<file path="config.mk">
export PLATFORM = sky130hd
export DESIGN_NAME = sobel_gradient
export DESIGN_NICKNAME = d
export VERILOG_FILES = /design/src/rtl/sobel_gradient.sv
export SDC_FILE = /design/constraint.sdc
export NUM_CORES = 1
export LEC_CHECK = 0
export ABC_AREA = 1
export CAP_MARGIN = 40
export CORE_MARGIN = 4
export CORE_UTILIZATION = 28
export CTS_CLUSTER_DIAMETER = 40
export DETAILED_ROUTE_END_ITERATION = 10
export PLACE_DENSITY = 0.55
export SETUP_SLACK_MARGIN = 0.5
export SLEW_MARGIN = 25
export SYNTH_ARGS = -nofsm -noshare
export SYNTH_HDL_FRONTEND = slang
export SYNTH_SLANG_ARGS = --single-unit
</file>
<file path="constraint.sdc">
create_clock -name clk -period 8 [get_ports clk]
set_clock_uncertainty 0.2 [all_clocks]
set_input_delay 1.2 -clock clk [delete_from_list [all_inputs] [get_ports clk]]
set_output_delay 1.2 -clock clk [all_outputs]
set_load 0.005 [all_outputs]
</file>
<file path="src/rtl/sobel_gradient.sv">
// sobel_gradient
//   Serial 3x3 Sobel engine. Takes the nine pixels of one window (raster
//   order p0..p8) over a valid/ready stream and accumulates Gx/Gy one pixel
//   per accept with shift/add coefficients. On p8 it issues the pair with a
//   one-cycle grad_start pulse and holds it while waiting for mag_done. If
//   mag_done does not arrive within TIMEOUT cycles, it abandons the handshake
//   and pulses timeout_err.
// Ports
//   clk, reset        clock, asynchronous active-high reset
//   pix_in/pix_valid  pixel stream in; pix_ready high while accumulating
//   gx, gy            signed 11-bit gradient pair, held until next window
//   grad_start        one-cycle pulse marking a new gx/gy pair
//   mag_done          completion level from the magnitude stage
//   busy              high while waiting on the magnitude stage
//   timeout_err       one-cycle pulse when the wait expires
module sobel_gradient #(
  parameter int unsigned TIMEOUT = 64
) (
  input  logic               clk,
  input  logic               reset,
  input  logic [7:0]         pix_in,
  input  logic               pix_valid,
  output logic               pix_ready,
  output logic signed [10:0] gx,
  output logic signed [10:0] gy,
  output logic               grad_start,
  input  logic               mag_done,
  output logic               busy,
  output logic               timeout_err
);

  typedef enum logic {ACCUM = 1'b0, WAIT = 1'b1} state_e;

  localparam logic [15:0] WCNT_LAST = 16'(TIMEOUT - 1);

  state_e             state_q, state_d;
  logic [3:0]         cnt_q, cnt_d;
  logic signed [11:0] accx_q, accx_d, accy_q, accy_d;
  logic signed [10:0] gx_q, gx_d, gy_q, gy_d;
  logic               start_q, start_d;
  logic               terr_q, terr_d;
  logic [15:0]        wcnt_q, wcnt_d;

  // Coefficient terms: only x1 and x2 magnitudes appear, so a left shift
  // and negation cover the whole kernel.
  logic signed [11:0] px1, px2, dx, dy, sumx, sumy;

  assign px1 = signed'({4'b0000, pix_in});
  assign px2 = px1 <<< 1;

  always_comb begin
    dx = '0;
    dy = '0;
    case (cnt_q)
      4'd0:    begin dx = -px1; dy = -px1; end
      4'd1:    begin dx = '0;   dy = -px2; end
      4'd2:    begin dx = px1;  dy = -px1; end
      4'd3:    begin dx = -px2; dy = '0;   end
      4'd5:    begin dx = px2;  dy = '0;   end
      4'd6:    begin dx = -px1; dy = px1;  end
      4'd7:    begin dx = '0;   dy = px2;  end
      4'd8:    begin dx = px1;  dy = px1;  end
      default: begin dx = '0;   dy = '0;   end
    endcase
  end

  assign sumx = accx_q + dx;
  assign sumy = accy_q + dy;

  always_comb begin
    state_d = state_q;
    cnt_d   = cnt_q;
    accx_d  = accx_q;
    accy_d  = accy_q;
    gx_d    = gx_q;
    gy_d    = gy_q;
    start_d = 1'b0;
    terr_d  = 1'b0;
    wcnt_d  = wcnt_q;
    case (state_q)
      ACCUM: begin
        if (pix_valid) begin
          if (cnt_q == 4'd8) begin
            gx_d    = sumx[10:0];
            gy_d    = sumy[10:0];
            start_d = 1'b1;
            accx_d  = '0;
            accy_d  = '0;
            cnt_d   = '0;
            wcnt_d  = '0;
            state_d = WAIT;
          end else begin
            accx_d = sumx;
            accy_d = sumy;
            cnt_d  = cnt_q + 4'd1;
          end
        end
      end
      WAIT: begin
        // mag_done at the edge closing the start pulse belongs to the
        // previous transaction's level and is not taken as completion.
        if (mag_done && !start_q) begin
          state_d = ACCUM;
        end else if (wcnt_q == WCNT_LAST) begin
          terr_d  = 1'b1;
          state_d = ACCUM;
        end else begin
          wcnt_d = wcnt_q + 16'd1;
        end
      end
      default: state_d = ACCUM;
    endcase
  end

  always_ff @(posedge clk or posedge reset) begin
    if (reset) begin
      state_q <= ACCUM;
      cnt_q   <= '0;
      accx_q  <= '0;
      accy_q  <= '0;
      gx_q    <= '0;
      gy_q    <= '0;
      start_q <= 1'b0;
      terr_q  <= 1'b0;
      wcnt_q  <= '0;
    end else begin
      state_q <= state_d;
      cnt_q   <= cnt_d;
      accx_q  <= accx_d;
      accy_q  <= accy_d;
      gx_q    <= gx_d;
      gy_q    <= gy_d;
      start_q <= start_d;
      terr_q  <= terr_d;
      wcnt_q  <= wcnt_d;
    end
  end

  assign pix_ready   = (state_q == ACCUM);
  assign busy        = (state_q == WAIT);
  assign gx          = gx_q;
  assign gy          = gy_q;
  assign grad_start  = start_q;
  assign timeout_err = terr_q;

endmodule

</file>
==> metrics.md <==
| Metric | Value |
|---|---|
| Result of the run | `finished, final reports clean` |
| Post-synthesis async set-or-reset flop share | `100%` |
| Gr ovfl total | `0` |
| Sequential area share after synthesis | `36.1%` |
| Transition time of the tightest slew-check pin | `0.592 ns` |
| Worst Setup Path Type | `input port to flip-flop` |
| Wirelength, routed | `approximately 12,000 um` |
| Setup repair after global routing missed its margin | `false` |
| Mean cell area of the mapped netlist | `7.14 sq um` |
| N_diodes | `0` |
| Share of the synthesized area in the top cell type | `36.1%` |
| Initial DRC count | `between 300 and 400` |
| Initial Util | `between 20% and 30%` |
| First-pass GRT wire length | `about 20,000 um` |
| WL met1 | `around 6200 um` |
| Class of the tightest hold or removal check | `flip-flop to flip-flop` |
| Longest individual stage delay on the worst path | `between 0.5 and 0.6 ns` |
| Die ar. | `about 19,000 sq um` |
| Total placed cells including tap cells | `slightly below 900` |
| Clock buffer count from CTS | `9` |
| Worst-path cell chain | `clkdlybuf4s50_1, inv_1, ha_1, xnor2_1, a22oi_1, o221ai_1, ha_1, nand2_1, o21ai_0, nand2_1, nand2_1, xnor2_1, o21ai_0` |
| DRC Markers | `0` |
| Startpoint type of the worst setup path | `input port` |
| Final instance count without filler cells | `910` |
| Cell area after technology mapping | `4640 sq um` |
| IO Port Bufs | `37` |
| Count of pins on the block boundary | `38` |
| Met2 wirelength from detailed routing | `5420 um` |
| Post-route fraction of the period consumed by the critical path | `between 40% and 50%` |
| Max_cap viols | `0` |
| Data arrival, critical path | `~4.0 ns` |
| Total nets after synthesis | `between 600 and 700` |
| Most used cell, CP | `nand2_1` |
| Max Clock Freq | `~250 MHz` |
| Detailed-router iteration count before antenna repair | `5` |
| Endpoints failing hold | `0` |
| Average detailed-routed wire length per instance | `approximately 13 um` |
| Final count of negative-setup-slack endpoints | `0` |
| CTS resizes | `0` |
| Max Buffers Root-to-Sink | `2` |
| Cell taking the most area after synthesis | `dfrtp_1` |
| Worst EP required | `7.99 ns` |
| Shortest period the worst path allows | `between 3 and 4 ns` |
| Max IR drop VDD | `between 0.1 and 0.15 mV` |
| Post-layout nets | `729` |
| Count of state elements after synthesis | `67` |
| Met3 wire length | `about 460 um` |
| Insertion delay to the later sink of the worst-skew pair | `0.34 ns` |
| # rows | `46` |
| Uppermost routed layer | `met4` |
| Max-slew violation total from the final report | `0` |
| Setup Buffers After CTS | `0` |
| Power Density | `about 380 nW/um^2` |
| Count of synthesis-stage warnings from yosys | `0` |
| Antenna violation net count after detailed routing | `0` |
| Dpl hpwl | `roughly 9100 um` |
| Count of flip-flops with a built-in enable after synthesis | `0` |
| Maximum net fanout on the critical path | `5` |
| Vias per inst | `roughly 4.7` |
| Top FF cell, synth | `dfrtp_1` |
| Crit. End Element | `flip-flop` |
| Cell count after synthesis | `650` |
| Global placement routability congestion | `just under 0.9` |
| Fraction of the core area covered by cells at the end of the flow | `between 30% and 40%` |
| Maximum level of the CTS H-tree | `3` |
| Area of the placeable core | `roughly 16,000 sq um` |
| Clock sink count | `between 60 and 70` |
| Die Wd | `around 140 um` |
| Antenna violations before repair | `0` |
| CTS Root Cell | `clkbuf_16` |
| Hold buffer count at CTS | `0` |
| Post-place instance area | `around 5300 sq um` |
| Via count | `between 4,000 and 5,000` |
| Clock transition at path regs | `around 0.060 ns` |
| Maximum number of pins on one net before global-route repair | `50` |
| Fraction of final layout cells with drive strength greater than 1 | `under 10%` |
| Slew margin rel. | `between 60% and 70%` |
| Leakage power | `around 2.8 nW` |
| Final TNS setup | `0 ns` |
| Die H | `about 140 um` |
| Vias in the first global route | `4,009` |
| Number of fill cells in the layout | `around 1,700` |
| Netlist cell types | `36` |
| P&R area growth vs syn | `20.8%` |
| Global routing usage summed across all routing layers | `between 10% and 20%` |
| Most area-consuming cells after synthesis | `dfrtp_1 (36%), nand2_1 (18%), ha_1 (7.0%)` |
| Summed area of non-filler cells in the final layout | `around 5600 sq um` |
| Clock tree from TritonCTS | `yes` |
| Slowest library cell on the worst path | `clkdlybuf4s50_1` |
==> layer usage <==
| layer | GRT usage, % | vias up |
|---|---|---|
| li1 | - | 2204 |
| met1 | 20.0 | 1949 |
| met2 | 21.0 | 83 |
| met3 | 3.01 | 9 |
| met4 | 4.26 | 0 |
| met5 | 0 | - |
==> flip-flops by register name (all words and copies together) (netlist names) <==
signal and count:
busy 1, cnt_q 4, wcnt_q 16, gy 11, accy_q 11, timeout_err 1, grad_start 1, accx_q 11
gx 11
==> cell families after synthesis <==
group | count (synthesis) | share of synthesized area, %
flip-flops | 67 | 36.1
adder cells (fa/ha/maj) | 28 | 7.87
XOR/XNOR | 24 | 4.53
AO/OA/AOI/OAI | 88 | 11.6
AND/OR/NAND/NOR | 353 | 32.1
buffers and inverters | 90 | 7.68
==> cells in the final DEF, fill, tap and decap left out, types with 3 or more instances in the layout <==
cell / n
nand2_1: 221
inv_1: 74
dfrtp_1: 67
nand3_1: 58
nor2_1: 46
clkdlybuf4s50_1: 37
o21ai_0: 33
ha_1: 26
a21oi_1: 20
xor2_1: 18
a22oi_1: 9
clkbuf_16: 9
xnor2_1: 6
nor3_1: 6
o211ai_1: 6
nand3b_1: 5
nand4_1: 5
o221ai_1: 5
inv_2: 4
or2_2: 3
o21bai_1: 3
o22ai_1: 3
==> synthesized netlist by cell type, types with 9 or more instances <==
| cell type | count |
|---|---|
| nand2_1 | 221 |
| inv_1 | 75 |
| dfrtp_1 | 67 |
| nand3_1 | 58 |
| nor2_1 | 46 |
| o21ai_0 | 33 |
| ha_1 | 26 |
| a21oi_1 | 20 |
| xor2_1 | 18 |
| a22oi_1 | 9 |
==> path summary, 6_finish.rpt <==
| kind | cells after the start | startpoint | slack [ns] | to |
|---|---|---|---|---|
| max in group asynchronous | 4 | reset | 6.06 | accx_q[0]$_DFFE_PP0P_ |
| hold / removal | 2 | gy[2]$_DFFE_PP0P_ | 0.27 | gy[2]$_DFFE_PP0P_ |
| setup reg to reg | 19 | cnt_q[0]$_DFFE_PP0P_ | 4.67 | accx_q[8]$_DFFE_PP0P_ |
| min in group asynchronous | 3 | reset | 1.01 | accx_q[8]$_DFFE_PP0P_ |
| hold reg to reg | 2 | gy[2]$_DFFE_PP0P_ | 0.27 | gy[2]$_DFFE_PP0P_ |
| setup / recovery | 13 | pix_in[1] | 4.02 | gx[5]$_DFFE_PP0P_ |
==> power breakdown <==
part / leakage [nW] / internal, W / switching, W
Sequential: 0.869 / 0.000461 / 0.0000920
Clock: 0.155 / 0.000281 / 0.000158
Combinational: 1.79 / 0.000451 / 0.000666
Total: 2.81 / 0.00119 / 0.000915
==> critical path: cells and delay by family <==
family	cells	cell delay, ns
buf+inv	2	0.65
xor+xnor	2	0.32
simple gates	3	0.29
compound gates	4	0.87
fa+ha+maj	2	0.63
==> final cells by class <==
cell class | instances | area (sq um) | share of cell area [%]
Multi-Input combinational cell | 493 | 2610 | 46.5
Sequential cell | 67 | 1680 | 29.9
Timing Repair Buffer | 40 | 433 | 7.72
Inverter | 78 | 293 | 5.22
Tap cell | 216 | 270 | 4.82
Clock buffer | 10 | 239 | 4.26
Clock inverter | 6 | 88.8 | 1.58
==> metrics by stage <==
stage	hold slack, ns	power (W)	setup slack (ns)
2_1_floorplan	0.256	0.00133	4.55
3_3_place_gp	0.262	0.00167	3.72
3_5_place_dp	0.262	0.00167	3.75
4_1_cts	0.277	0.00213	4.10
5_1_grt	0.298	0.00232	3.73
6_report	0.268	0.00211	4.02
No activity file was read; power rests on OpenSTA's default activity.
